===== config.mk =====
export PLATFORM = sky130hd
export DESIGN_NAME = lsu_bus_adapter_flat
export DESIGN_NICKNAME = d
export VERILOG_FILES = /design/src/rtl/lsu_bus_adapter_pkg.sv /design/src/rtl/lsu_bus_adapter_if.sv /design/src/rtl/lsu_bus_adapter_pma_check.sv /design/src/rtl/lsu_bus_adapter.sv /design/src/flat_wrapper.sv
export SDC_FILE = /design/constraint.sdc
export NUM_CORES = 1
export LEC_CHECK = 0
export CORE_ASPECT_RATIO = 1.2
export CORE_MARGIN = 3
export CORE_UTILIZATION = 37
export CTS_CLUSTER_SIZE = 28
export DETAILED_ROUTE_END_ITERATION = 12
export PLACE_DENSITY_LB_ADDON = 0.08
export SYNTH_ARGS = -nofsm -noshare
export SYNTH_HDL_FRONTEND = slang
export SYNTH_SLANG_ARGS = --single-unit

===== constraint.sdc =====
create_clock -name clk_i -period 1.7 [get_ports clk_i]
set_input_delay 0.255 -clock clk_i [delete_from_list [all_inputs] [get_ports clk_i]]
set_output_delay 0.255 -clock clk_i [all_outputs]
set_load 0.05 [all_outputs]

===== src/rtl/lsu_bus_adapter_pkg.sv =====
`default_nettype none
// +------------------------------------------------------------------+
// | basic_cache_params / lsu_bus_pkg                                 |
// | Cache geometry, LSU bus adapter types and PMA constants.         |
// | Revision: 1.0                                                    |
// +------------------------------------------------------------------+
package basic_cache_params;
  localparam int aligned_addr_size = 16;
endpackage

package lsu_bus_pkg;
  localparam int XLEN          = 64;
  localparam int MASK_W        = XLEN / 8;
  localparam int AADDR_W       = basic_cache_params::aligned_addr_size;
  localparam int PMA_BASE_LINE = 0;
  localparam int PMA_LINES     = 2 ** (AADDR_W - 1);

  typedef enum logic [1:0] {
    S_IDLE  = 2'd0,
    S_ISSUE = 2'd1,
    S_WAIT  = 2'd2,
    S_RESP  = 2'd3
  } lsu_state_e;

  typedef struct packed {
    logic                we;
    logic [AADDR_W-1:0]  addr;
    logic [XLEN-1:0]     wdata;
    logic [MASK_W-1:0]   wmask;
  } bus_req_t;
endpackage
`default_nettype wire


===== src/rtl/lsu_bus_adapter_if.sv =====
`default_nettype none
// +------------------------------------------------------------------+
// | lsu_bus_adapter_if                                               |
// | LSU request/response and cache-bus signals of the adapter.       |
// | Revision: 1.0                                                    |
// +------------------------------------------------------------------+
interface lsu_bus_adapter_if;
  import lsu_bus_pkg::*;

  logic               lsu_prev_stalled;
  logic               lsu_stall_next;
  logic [AADDR_W-1:0] lsu_addr;
  logic               lsu_do_load;
  logic               lsu_do_store;
  logic [XLEN-1:0]    lsu_store_data;
  logic [MASK_W-1:0]  lsu_store_mask;
  logic [XLEN-1:0]    lsu_load_data;
  logic               lsu_access_fault;

  logic               bus_req;
  logic               bus_we;
  logic [AADDR_W-1:0] bus_addr;
  logic [XLEN-1:0]    bus_wdata;
  logic [MASK_W-1:0]  bus_wmask;
  logic               bus_ready;
  logic               bus_resp_valid;
  logic               bus_resp_err;
  logic [XLEN-1:0]    bus_resp_data;

  modport slave (
    input  lsu_prev_stalled, lsu_addr, lsu_do_load, lsu_do_store,
           lsu_store_data, lsu_store_mask,
           bus_ready, bus_resp_valid, bus_resp_err, bus_resp_data,
    output lsu_stall_next, lsu_load_data, lsu_access_fault,
           bus_req, bus_we, bus_addr, bus_wdata, bus_wmask
  );

  modport master (
    output lsu_prev_stalled, lsu_addr, lsu_do_load, lsu_do_store,
           lsu_store_data, lsu_store_mask,
           bus_ready, bus_resp_valid, bus_resp_err, bus_resp_data,
    input  lsu_stall_next, lsu_load_data, lsu_access_fault,
           bus_req, bus_we, bus_addr, bus_wdata, bus_wmask
  );
endinterface
`default_nettype wire


===== src/rtl/lsu_bus_adapter_pma_check.sv =====
`default_nettype none
// +------------------------------------------------------------------+
// | lsu_pma_check                                                    |
// | Combinational physical-memory range check on a line address.     |
// | Revision: 1.0                                                    |
// +------------------------------------------------------------------+
module lsu_pma_check #(
  parameter int AADDR_W       = 16,
  parameter int MEM_BASE_LINE = 0,
  parameter int MEM_LINES     = 2 ** (AADDR_W - 1)
) (
  input  logic [AADDR_W-1:0] addr_i,
  output logic               in_range_o
);
  localparam logic [AADDR_W:0] c_BASE  = (AADDR_W + 1)'(MEM_BASE_LINE);
  localparam logic [AADDR_W:0] c_LINES = (AADDR_W + 1)'(MEM_LINES);

  logic [AADDR_W:0] w_offset;

  // Addresses below the base wrap to an offset of at least 2**AADDR_W,
  // which is never below c_LINES, so one compare covers both bounds.
  assign w_offset   = {1'b0, addr_i} - c_BASE;
  assign in_range_o = (w_offset < c_LINES);
endmodule
`default_nettype wire


===== src/rtl/lsu_bus_adapter.sv =====
`default_nettype none
// +------------------------------------------------------------------+
// | lsu_bus_adapter                                                  |
// | Runs one LSU line load/store per transaction on the cache bus.   |
// | Revision: 1.0                                                    |
// +------------------------------------------------------------------+
module lsu_bus_adapter
  import lsu_bus_pkg::*;
#(
  parameter int MEM_BASE_LINE = PMA_BASE_LINE,
  parameter int MEM_LINES     = PMA_LINES
) (
  input  logic             clk_i,
  input  logic             rst_ni,
  lsu_bus_adapter_if.slave bus_if
);
  lsu_state_e      state_q, state_d;
  bus_req_t        req_q, req_d;
  logic [XLEN-1:0] data_q, data_d;
  logic            fault_q, fault_d;

  logic            w_in_range;
  logic [XLEN-1:0] w_resp_data;

  lsu_pma_check #(
    .AADDR_W       (AADDR_W),
    .MEM_BASE_LINE (MEM_BASE_LINE),
    .MEM_LINES     (MEM_LINES)
  ) u_pma (
    .addr_i     (bus_if.lsu_addr),
    .in_range_o (w_in_range)
  );

  // Stores and errored reads return a zero line word.
  assign w_resp_data = (!req_q.we && !bus_if.bus_resp_err) ? bus_if.bus_resp_data : '0;

  always_comb begin
    state_d = state_q;
    req_d   = req_q;
    data_d  = data_q;
    fault_d = fault_q;
    case (state_q)
      S_IDLE: begin
        if (!bus_if.lsu_prev_stalled) begin
          req_d   = '{we:    bus_if.lsu_do_store,
                      addr:  bus_if.lsu_addr,
                      wdata: bus_if.lsu_store_data,
                      wmask: bus_if.lsu_store_mask};
          data_d  = '0;
          fault_d = 1'b0;
          if (!w_in_range) begin
            fault_d = 1'b1;
            state_d = S_RESP;
          end else if (bus_if.lsu_do_store && (bus_if.lsu_store_mask == '0)) begin
            state_d = S_RESP;
          end else begin
            state_d = S_ISSUE;
          end
        end
      end
      S_ISSUE: begin
        if (bus_if.bus_ready) begin
          if (bus_if.bus_resp_valid) begin
            data_d  = w_resp_data;
            fault_d = bus_if.bus_resp_err;
            state_d = S_RESP;
          end else begin
            state_d = S_WAIT;
          end
        end
      end
      S_WAIT: begin
        if (bus_if.bus_resp_valid) begin
          data_d  = w_resp_data;
          fault_d = bus_if.bus_resp_err;
          state_d = S_RESP;
        end
      end
      S_RESP:  state_d = S_IDLE;
      default: state_d = S_IDLE;
    endcase
  end

  always_ff @(posedge clk_i or negedge rst_ni) begin
    if (!rst_ni) begin
      state_q <= S_IDLE;
      req_q   <= '0;
      data_q  <= '0;
      fault_q <= 1'b0;
    end else begin
      state_q <= state_d;
      req_q   <= req_d;
      data_q  <= data_d;
      fault_q <= fault_d;
    end
  end

  // bus_req decodes the state register so reset removes it without a clock.
  assign bus_if.bus_req          = (state_q == S_ISSUE);
  assign bus_if.bus_we           = req_q.we;
  assign bus_if.bus_addr         = req_q.addr;
  assign bus_if.bus_wdata        = req_q.wdata;
  assign bus_if.bus_wmask        = req_q.wmask;
  assign bus_if.lsu_stall_next   = (state_q != S_RESP);
  assign bus_if.lsu_load_data    = data_q;
  assign bus_if.lsu_access_fault = fault_q;
endmodule
`default_nettype wire


===== src/flat_wrapper.sv =====
// flat-port wrapper written by rule: the top's interface ports become plain ports
module lsu_bus_adapter_flat import lsu_bus_pkg::*;
#(
  parameter int MEM_BASE_LINE = PMA_BASE_LINE,
  parameter int MEM_LINES     = PMA_LINES
)
  (clk_i, rst_ni, bus_if_lsu_prev_stalled, bus_if_lsu_addr, bus_if_lsu_do_load, bus_if_lsu_do_store, bus_if_lsu_store_data, bus_if_lsu_store_mask, bus_if_bus_ready, bus_if_bus_resp_valid, bus_if_bus_resp_err, bus_if_bus_resp_data, bus_if_lsu_stall_next, bus_if_lsu_load_data, bus_if_lsu_access_fault, bus_if_bus_req, bus_if_bus_we, bus_if_bus_addr, bus_if_bus_wdata, bus_if_bus_wmask);
  lsu_bus_adapter_if bus_if_i ();
  input  logic clk_i;
  input  logic rst_ni;
  input wire logic [$bits(bus_if_i.lsu_prev_stalled)-1:0] bus_if_lsu_prev_stalled;
  input wire logic [$bits(bus_if_i.lsu_addr)-1:0] bus_if_lsu_addr;
  input wire logic [$bits(bus_if_i.lsu_do_load)-1:0] bus_if_lsu_do_load;
  input wire logic [$bits(bus_if_i.lsu_do_store)-1:0] bus_if_lsu_do_store;
  input wire logic [$bits(bus_if_i.lsu_store_data)-1:0] bus_if_lsu_store_data;
  input wire logic [$bits(bus_if_i.lsu_store_mask)-1:0] bus_if_lsu_store_mask;
  input wire logic [$bits(bus_if_i.bus_ready)-1:0] bus_if_bus_ready;
  input wire logic [$bits(bus_if_i.bus_resp_valid)-1:0] bus_if_bus_resp_valid;
  input wire logic [$bits(bus_if_i.bus_resp_err)-1:0] bus_if_bus_resp_err;
  input wire logic [$bits(bus_if_i.bus_resp_data)-1:0] bus_if_bus_resp_data;
  output wire logic [$bits(bus_if_i.lsu_stall_next)-1:0] bus_if_lsu_stall_next;
  output wire logic [$bits(bus_if_i.lsu_load_data)-1:0] bus_if_lsu_load_data;
  output wire logic [$bits(bus_if_i.lsu_access_fault)-1:0] bus_if_lsu_access_fault;
  output wire logic [$bits(bus_if_i.bus_req)-1:0] bus_if_bus_req;
  output wire logic [$bits(bus_if_i.bus_we)-1:0] bus_if_bus_we;
  output wire logic [$bits(bus_if_i.bus_addr)-1:0] bus_if_bus_addr;
  output wire logic [$bits(bus_if_i.bus_wdata)-1:0] bus_if_bus_wdata;
  output wire logic [$bits(bus_if_i.bus_wmask)-1:0] bus_if_bus_wmask;
  assign bus_if_i.lsu_prev_stalled = bus_if_lsu_prev_stalled;
  assign bus_if_i.lsu_addr = bus_if_lsu_addr;
  assign bus_if_i.lsu_do_load = bus_if_lsu_do_load;
  assign bus_if_i.lsu_do_store = bus_if_lsu_do_store;
  assign bus_if_i.lsu_store_data = bus_if_lsu_store_data;
  assign bus_if_i.lsu_store_mask = bus_if_lsu_store_mask;
  assign bus_if_i.bus_ready = bus_if_bus_ready;
  assign bus_if_i.bus_resp_valid = bus_if_bus_resp_valid;
  assign bus_if_i.bus_resp_err = bus_if_bus_resp_err;
  assign bus_if_i.bus_resp_data = bus_if_bus_resp_data;
  assign bus_if_lsu_stall_next = bus_if_i.lsu_stall_next;
  assign bus_if_lsu_load_data = bus_if_i.lsu_load_data;
  assign bus_if_lsu_access_fault = bus_if_i.lsu_access_fault;
  assign bus_if_bus_req = bus_if_i.bus_req;
  assign bus_if_bus_we = bus_if_i.bus_we;
  assign bus_if_bus_addr = bus_if_i.bus_addr;
  assign bus_if_bus_wdata = bus_if_i.bus_wdata;
  assign bus_if_bus_wmask = bus_if_i.bus_wmask;
  lsu_bus_adapter #(.MEM_BASE_LINE(MEM_BASE_LINE), .MEM_LINES(MEM_LINES)) u_core (.clk_i(clk_i), .rst_ni(rst_ni), .bus_if(bus_if_i));
endmodule

---- Word-level counts from Yosys, hierarchy flattened ----
Index checks and enable logic that the tools add are counted.
storage, ports and cells
  register bits ........................... 156
  word-level logic and storage cells ...... 43
cells by class
  reductions and logical operators ........ 10
  mux-type cells .......................... 17
  bitwise gates (word level) .............. 1
  equal/unequal tests ..................... 7
  magnitude comparators ................... 1
operators by type and width
  cell                    number
  $mux W64                4
  $pmux W64 S3            1
  $lt A16 B16 Y1 const B  1
  $mux W2                 5
  $logic_not A8 Y1        1
  $ne A2 B2 Y1 const B    4
  $pmux W2 S4             1
  $reduce_and A3 Y1       2
  $mux W1                 5
  $eq A2 B2 Y1 const B    2
  $pmux W1 S3             1
  $reduce_bool A3 Y1      1
  $eq A2 B1 Y1 const B    1
  $logic_and A1 B1 Y1     2
  $logic_not A1 Y1        2
  $logic_not A2 Y1        1
  $reduce_and A2 Y1       1
  $not A1 Y1              1

---- Logic depth before layout (Yosys ltp) ----
  depth after elaboration ................. 6
  mapped depth ............................ 8
  gate-level depth less buffers ........... 5

---- By module ----
A second synthesis with hierarchy kept.
unflattened totals
  cell total of the unflattened synthesis .. 490
  area, all modules ....................... 6,431.2 µm²
modules (own cells, without submodules)
  module           sequential area each (µm²)  area an instance (µm²)  instances  cells an instance
  lsu_bus_adapter  3,903.7                     6,427.4                 1          489
  lsu_pma_check    0.0                         3.8                     1          1

---- Least setup slack after synthesis ----
OpenSTA, ideal clock, no wires.
  path type ............................... reg-to-reg
  start ................................... register u_core.state_q[1]
  end ..................................... register u_core.fault_q, in the netlist u_core.bus_if.lsu_access_fault
  required time ........................... 1.573 ns
  clock period less this slack ............ 1.995 ns
  arrival time ............................ 1.868 ns
  buffers on the path ..................... 2
  slack ................................... -0.295 ns
  stages on the path, launching flop included .. 8
  library setup time ...................... 0.127 ns
  cell sequence ........................... dfrtp_1 -> inv_1 -> ha_1 -> nand2b_4 -> and4b_1 -> buf_2 -> buf_8 -> mux2_1
between the ends
  longest elaborated chain between the ends .. 3
RTL lines
  element                                                              RTL line               source
  from (decl)                                                          lsu_bus_adapter.sv:17  lsu_state_e state_q, state_d;
  from (signal assigned)                                               lsu_bus_adapter.sv:91  state_q <= state_d;
  $eq A2 B1 Y1 (*)                                                     --
  net bus_if_bus_req                                                   flat_wrapper.sv:24     output wire logic [$bits(bus_if_i.bus_req)-1:0] bus_if_bus_req;
  $ne A2 B2 Y1 (no line) / $reduce_bool A3 Y1 (equally long branches)  --
  $reduce_and A3 Y1 (no line)                                          --
  to (signal assigned)                                                 lsu_bus_adapter.sv:94  fault_q <= fault_d;
  to (decl)                                                            lsu_bus_adapter.sv:20  logic fault_q, fault_d;
The timed path passes the listed nets; every way through them passes the cells marked *.
A chain may end at the register's enable or synchronous reset.

---- Worst setup path after layout ----
  start ................................... register u_core.state_q[0]
  end ..................................... register u_core.data_q[40], in the netlist u_core.bus_if.lsu_load_data[40]
between the ends
  longest elaborated chain between the ends .. 3
RTL lines
  element                                                              RTL line               source
  $eq A2 B1 Y1, or another cell as far along                           lsu_bus_adapter.sv:42  case (state_q)
  $ne A2 B2 Y1 (no line) / $reduce_bool A3 Y1 (equally long branches)  --
  $reduce_and A3 Y1 (no line)                                          --
  to (signal assigned)                                                 lsu_bus_adapter.sv:93  data_q <= data_d;
  to (decl)                                                            lsu_bus_adapter.sv:19  logic [XLEN-1:0] data_q, data_d;
Parallel ways exist; a longest one is shown, timed or not.

==> impl_metrics.env <==
export IMPL_status="finished with violations"
export IMPL_violations="negative setup slack"
export IMPL_crit_slowest_cell="dfrtp_2"
export IMPL_start_kind="register"
export IMPL_fp_row_count=52
export IMPL_numCtsBuffers=17
export IMPL_maxSlewViolCount=0
export IMPL_grt_pass1_vias=5298
export IMPL_fp_dieArea_um2=19100
export IMPL_cap_viol_max_count=0
export IMPL_synth_distinct_cells=27
export IMPL_synth_top_family_by_area="multiplexers"
export IMPL_worstMarginPinSlew_ns=0.369
export IMPL_post_place_cells=1016
export IMPL_synth_compound_area_share_pct=0.718
export IMPL_syn_inst=492
export IMPL_ys_ff_latch=156
export IMPL_r2r_setup_slack_ns=-0.06
export IMPL_fin_skew_ns=0.00748
export IMPL_netlist_area_um2=6450
export IMPL_final_common_cell="buf_4"
export IMPL_start_util_pct=38.0
export IMPL_final_nets=1002
export IMPL_grt_max_degree=65
export IMPL_cp_arrival_ns=2.08
export IMPL_via_per_inst=4.64
export IMPL_syn_to_final_growth_pct=64.7
export IMPL_die_height_um=151
export IMPL_cts_tree="done"
export IMPL_crit_buf_inv=3
export IMPL_drt_iter0_markers=119
export IMPL_wirelength_um=19300
export IMPL_num_antenna_cells=0
export IMPL_critPathMaxStageDelay_ns=0.46
export IMPL_rsz0062_at_grt="true"
export IMPL_post_route_period_util_pct=104
export IMPL_worstSetupEndpointType="register"
export IMPL_required_ns=2.02
export IMPL_clock_fmax_ghz=0.568
export IMPL_setup_viol=26
export IMPL_clock_path_buffers=2
export IMPL_io_pin_count=316
export IMPL_port_buffers=314
export IMPL_final_setup_tns_ns=-0.344
export IMPL_min_period_ns=1.76
export IMPL_worstPathCellList="inv_2 -> ha_4 -> nand2b_1 -> and4b_4 -> buf_12 -> buf_6 -> mux2i_1"
export IMPL_cp_max_fo=9
export IMPL_drive_gt1_share_pct=36.4
export IMPL_holdWs_ns=0.318
export IMPL_grt_usage_pct=18.7
export IMPL_synth_xor_area_share_pct=0
export IMPL_dp_slack_ns=-0.0668
export IMPL_synth_fa_ha_area_share_pct=1.16
export IMPL_wire_per_inst_um=18.1
export IMPL_max_slew_margin_pct=75.4
export IMPL_critPathTopFamily="flip-flops"
export IMPL_cts_htree_levels=4
export IMPL_coreArea_um2=17000
export IMPL_grt_pass1_wl_um=27900
export IMPL_postRouteAntennaNets=0
export IMPL_antenna_found_initial=0
export IMPL_critical_path_class="reg -> reg"
export IMPL_hold_class="in -> async"
export IMPL_drt_first_pass_iters=4
export IMPL_cts_root_buf="clkbuf_16"
export IMPL_hold_viol=0
export IMPL_clk_pin_slew_ns=0.06
export IMPL_synth_area_mux_share_pct=25.8
export IMPL_synth_simple_gate_area_share_pct=5.16
export IMPL_mostFrequentLayoutCells="buf_4 (167), clkdlybuf4s50_1 (157), dfrtp_1 (155), mux2_2 (71)"
export IMPL_synth_warnings=0
export IMPL_final_cells=1065
export IMPL_clk_latency_ns=0.41
export IMPL_hpwl_um=13500
export IMPL_syn_nets=658
export IMPL_clock_sinks=156
export IMPL_finalWorstSetupSlack_ns=-0.0614
export IMPL_avgSynthCellArea_um2=13.1
export IMPL_vias=4942
export IMPL_drc=0
export IMPL_routabilityCongestion=0.836
export IMPL_grt_overflow_total=0
export IMPL_die_w_um=127
export IMPL_ys_seq_area_share_pct=60.5
[synth_stat cells]
cell type | n | area, um^2
o22ai_1 | 1 | 6.26
nor3_1 | 1 | 5.00
nor2b_1 | 1 | 6.26
and4b_1 | 1 | 10.0
buf_4 | 3 | 22.5
buf_8 | 1 | 15.0
a21boi_0 | 1 | 7.51
buf_6 | 6 | 67.6
mux2_2 | 71 | 800
a41oi_1 | 1 | 8.76
nor2_1 | 2 | 7.51
nand2b_1 | 3 | 18.8
o2111ai_1 | 1 | 8.76
clkbuf_1 | 5 | 18.8
dfrtp_1 | 156 | 3900
ha_1 | 6 | 75.1
mux2i_1 | 64 | 641
o22a_1 | 1 | 8.76
nor3b_2 | 1 | 12.5
nand2_1 | 65 | 244
a31oi_1 | 1 | 6.26
mux2_1 | 20 | 225
nand2b_4 | 1 | 13.8
and3_1 | 1 | 6.26
buf_2 | 10 | 50.1
nor4b_1 | 1 | 8.76
inv_1 | 67 | 251
[worst paths after layout]
check | start | to | cells past startpoint
max | u_core.state_q[0] | u_core.bus_if.lsu_load_data[40] | 7
min | rst_ni | u_core.bus_if.lsu_load_data[5] | 2
max reg2reg | u_core.state_q[0] | u_core.bus_if.lsu_load_data[40] | 7
min reg2reg | u_core.bus_if.bus_wdata[27] | u_core.bus_if.bus_wdata[27] | 1
max in group asynchronous | rst_ni | u_core.bus_if.lsu_load_data[59] | 3
min in group clk_i | bus_if_bus_resp_data[19] | u_core.bus_if.lsu_load_data[19] | 3
[state kept, by name (all words and copies together) (netlist names)]
signal,flops
u_core.bus_if.bus_addr,16
u_core.bus_if.bus_wdata,64
u_core.bus_if.bus_we,1
u_core.bus_if.bus_wmask,8
u_core.bus_if.lsu_access_fault,1
u_core.bus_if.lsu_load_data,64
u_core.state_q,2
[routing by layer]
| metal | wire length, um | global-route usage (%) | vias to the layer above | part of all wire, % |
|---|---|---|---|---|
| met1 | 6850 | 20.5 | 2426 | 36 |
| met3 | 2020 | 9.33 | 17 | 10 |
| met2 | 10200 | 32.2 | 214 | 53 |
| met5 | 0 | 0 | - | 0 |
| met4 | 246 | 4.83 | 0 | 1.3 |
| li1 | - | - | 2285 | - |
[kinds of logic (layout without fill, tap and decap cells)]
group,Yosys count,count (layout)
compound gates,6,6
fa+ha+maj,6,6
buf+inv,92,449
flops,156,156
mux,155,155
simple gates,77,77
[worst reg2reg max path: cells and delay by family, from the launching register on]
kind	cells	cell delay, ns
simple gates	2	0.31
fa+ha+maj	1	0.22
buf+inv	3	0.44
mux	1	0.25
flops	1	0.46
[metrics by stage]
step	area (um^2)	util, %
floorplan	6480	-
global placement	9610	56.6
detailed placement	9610	56.6
CTS	10300	60.5
global route	10600	62.6
finish	10600	62.6
[layout make-up]
type,count,area [um^2]
inverters,67,251
clock buffers,19,433
flip-flops and latches,156,3910
fillers,1362,6360
well taps,216,270
multi-input cells,244,2190
repair buffers,350,3360
clock inverters,13,210
[what timing repair did]
action	CTS	global route
gates resized for setup	0	14
setup endpoints to repair	60	136
hold buffers	1	0
pin swaps	0	1
setup buffers	0	6
cloned	0	10
endpoints found under the hold margin	30	0
Power is left out: the tool's default activity adds up to more than one toggle a clock period on the data nets, which glitch-free logic cannot reach.
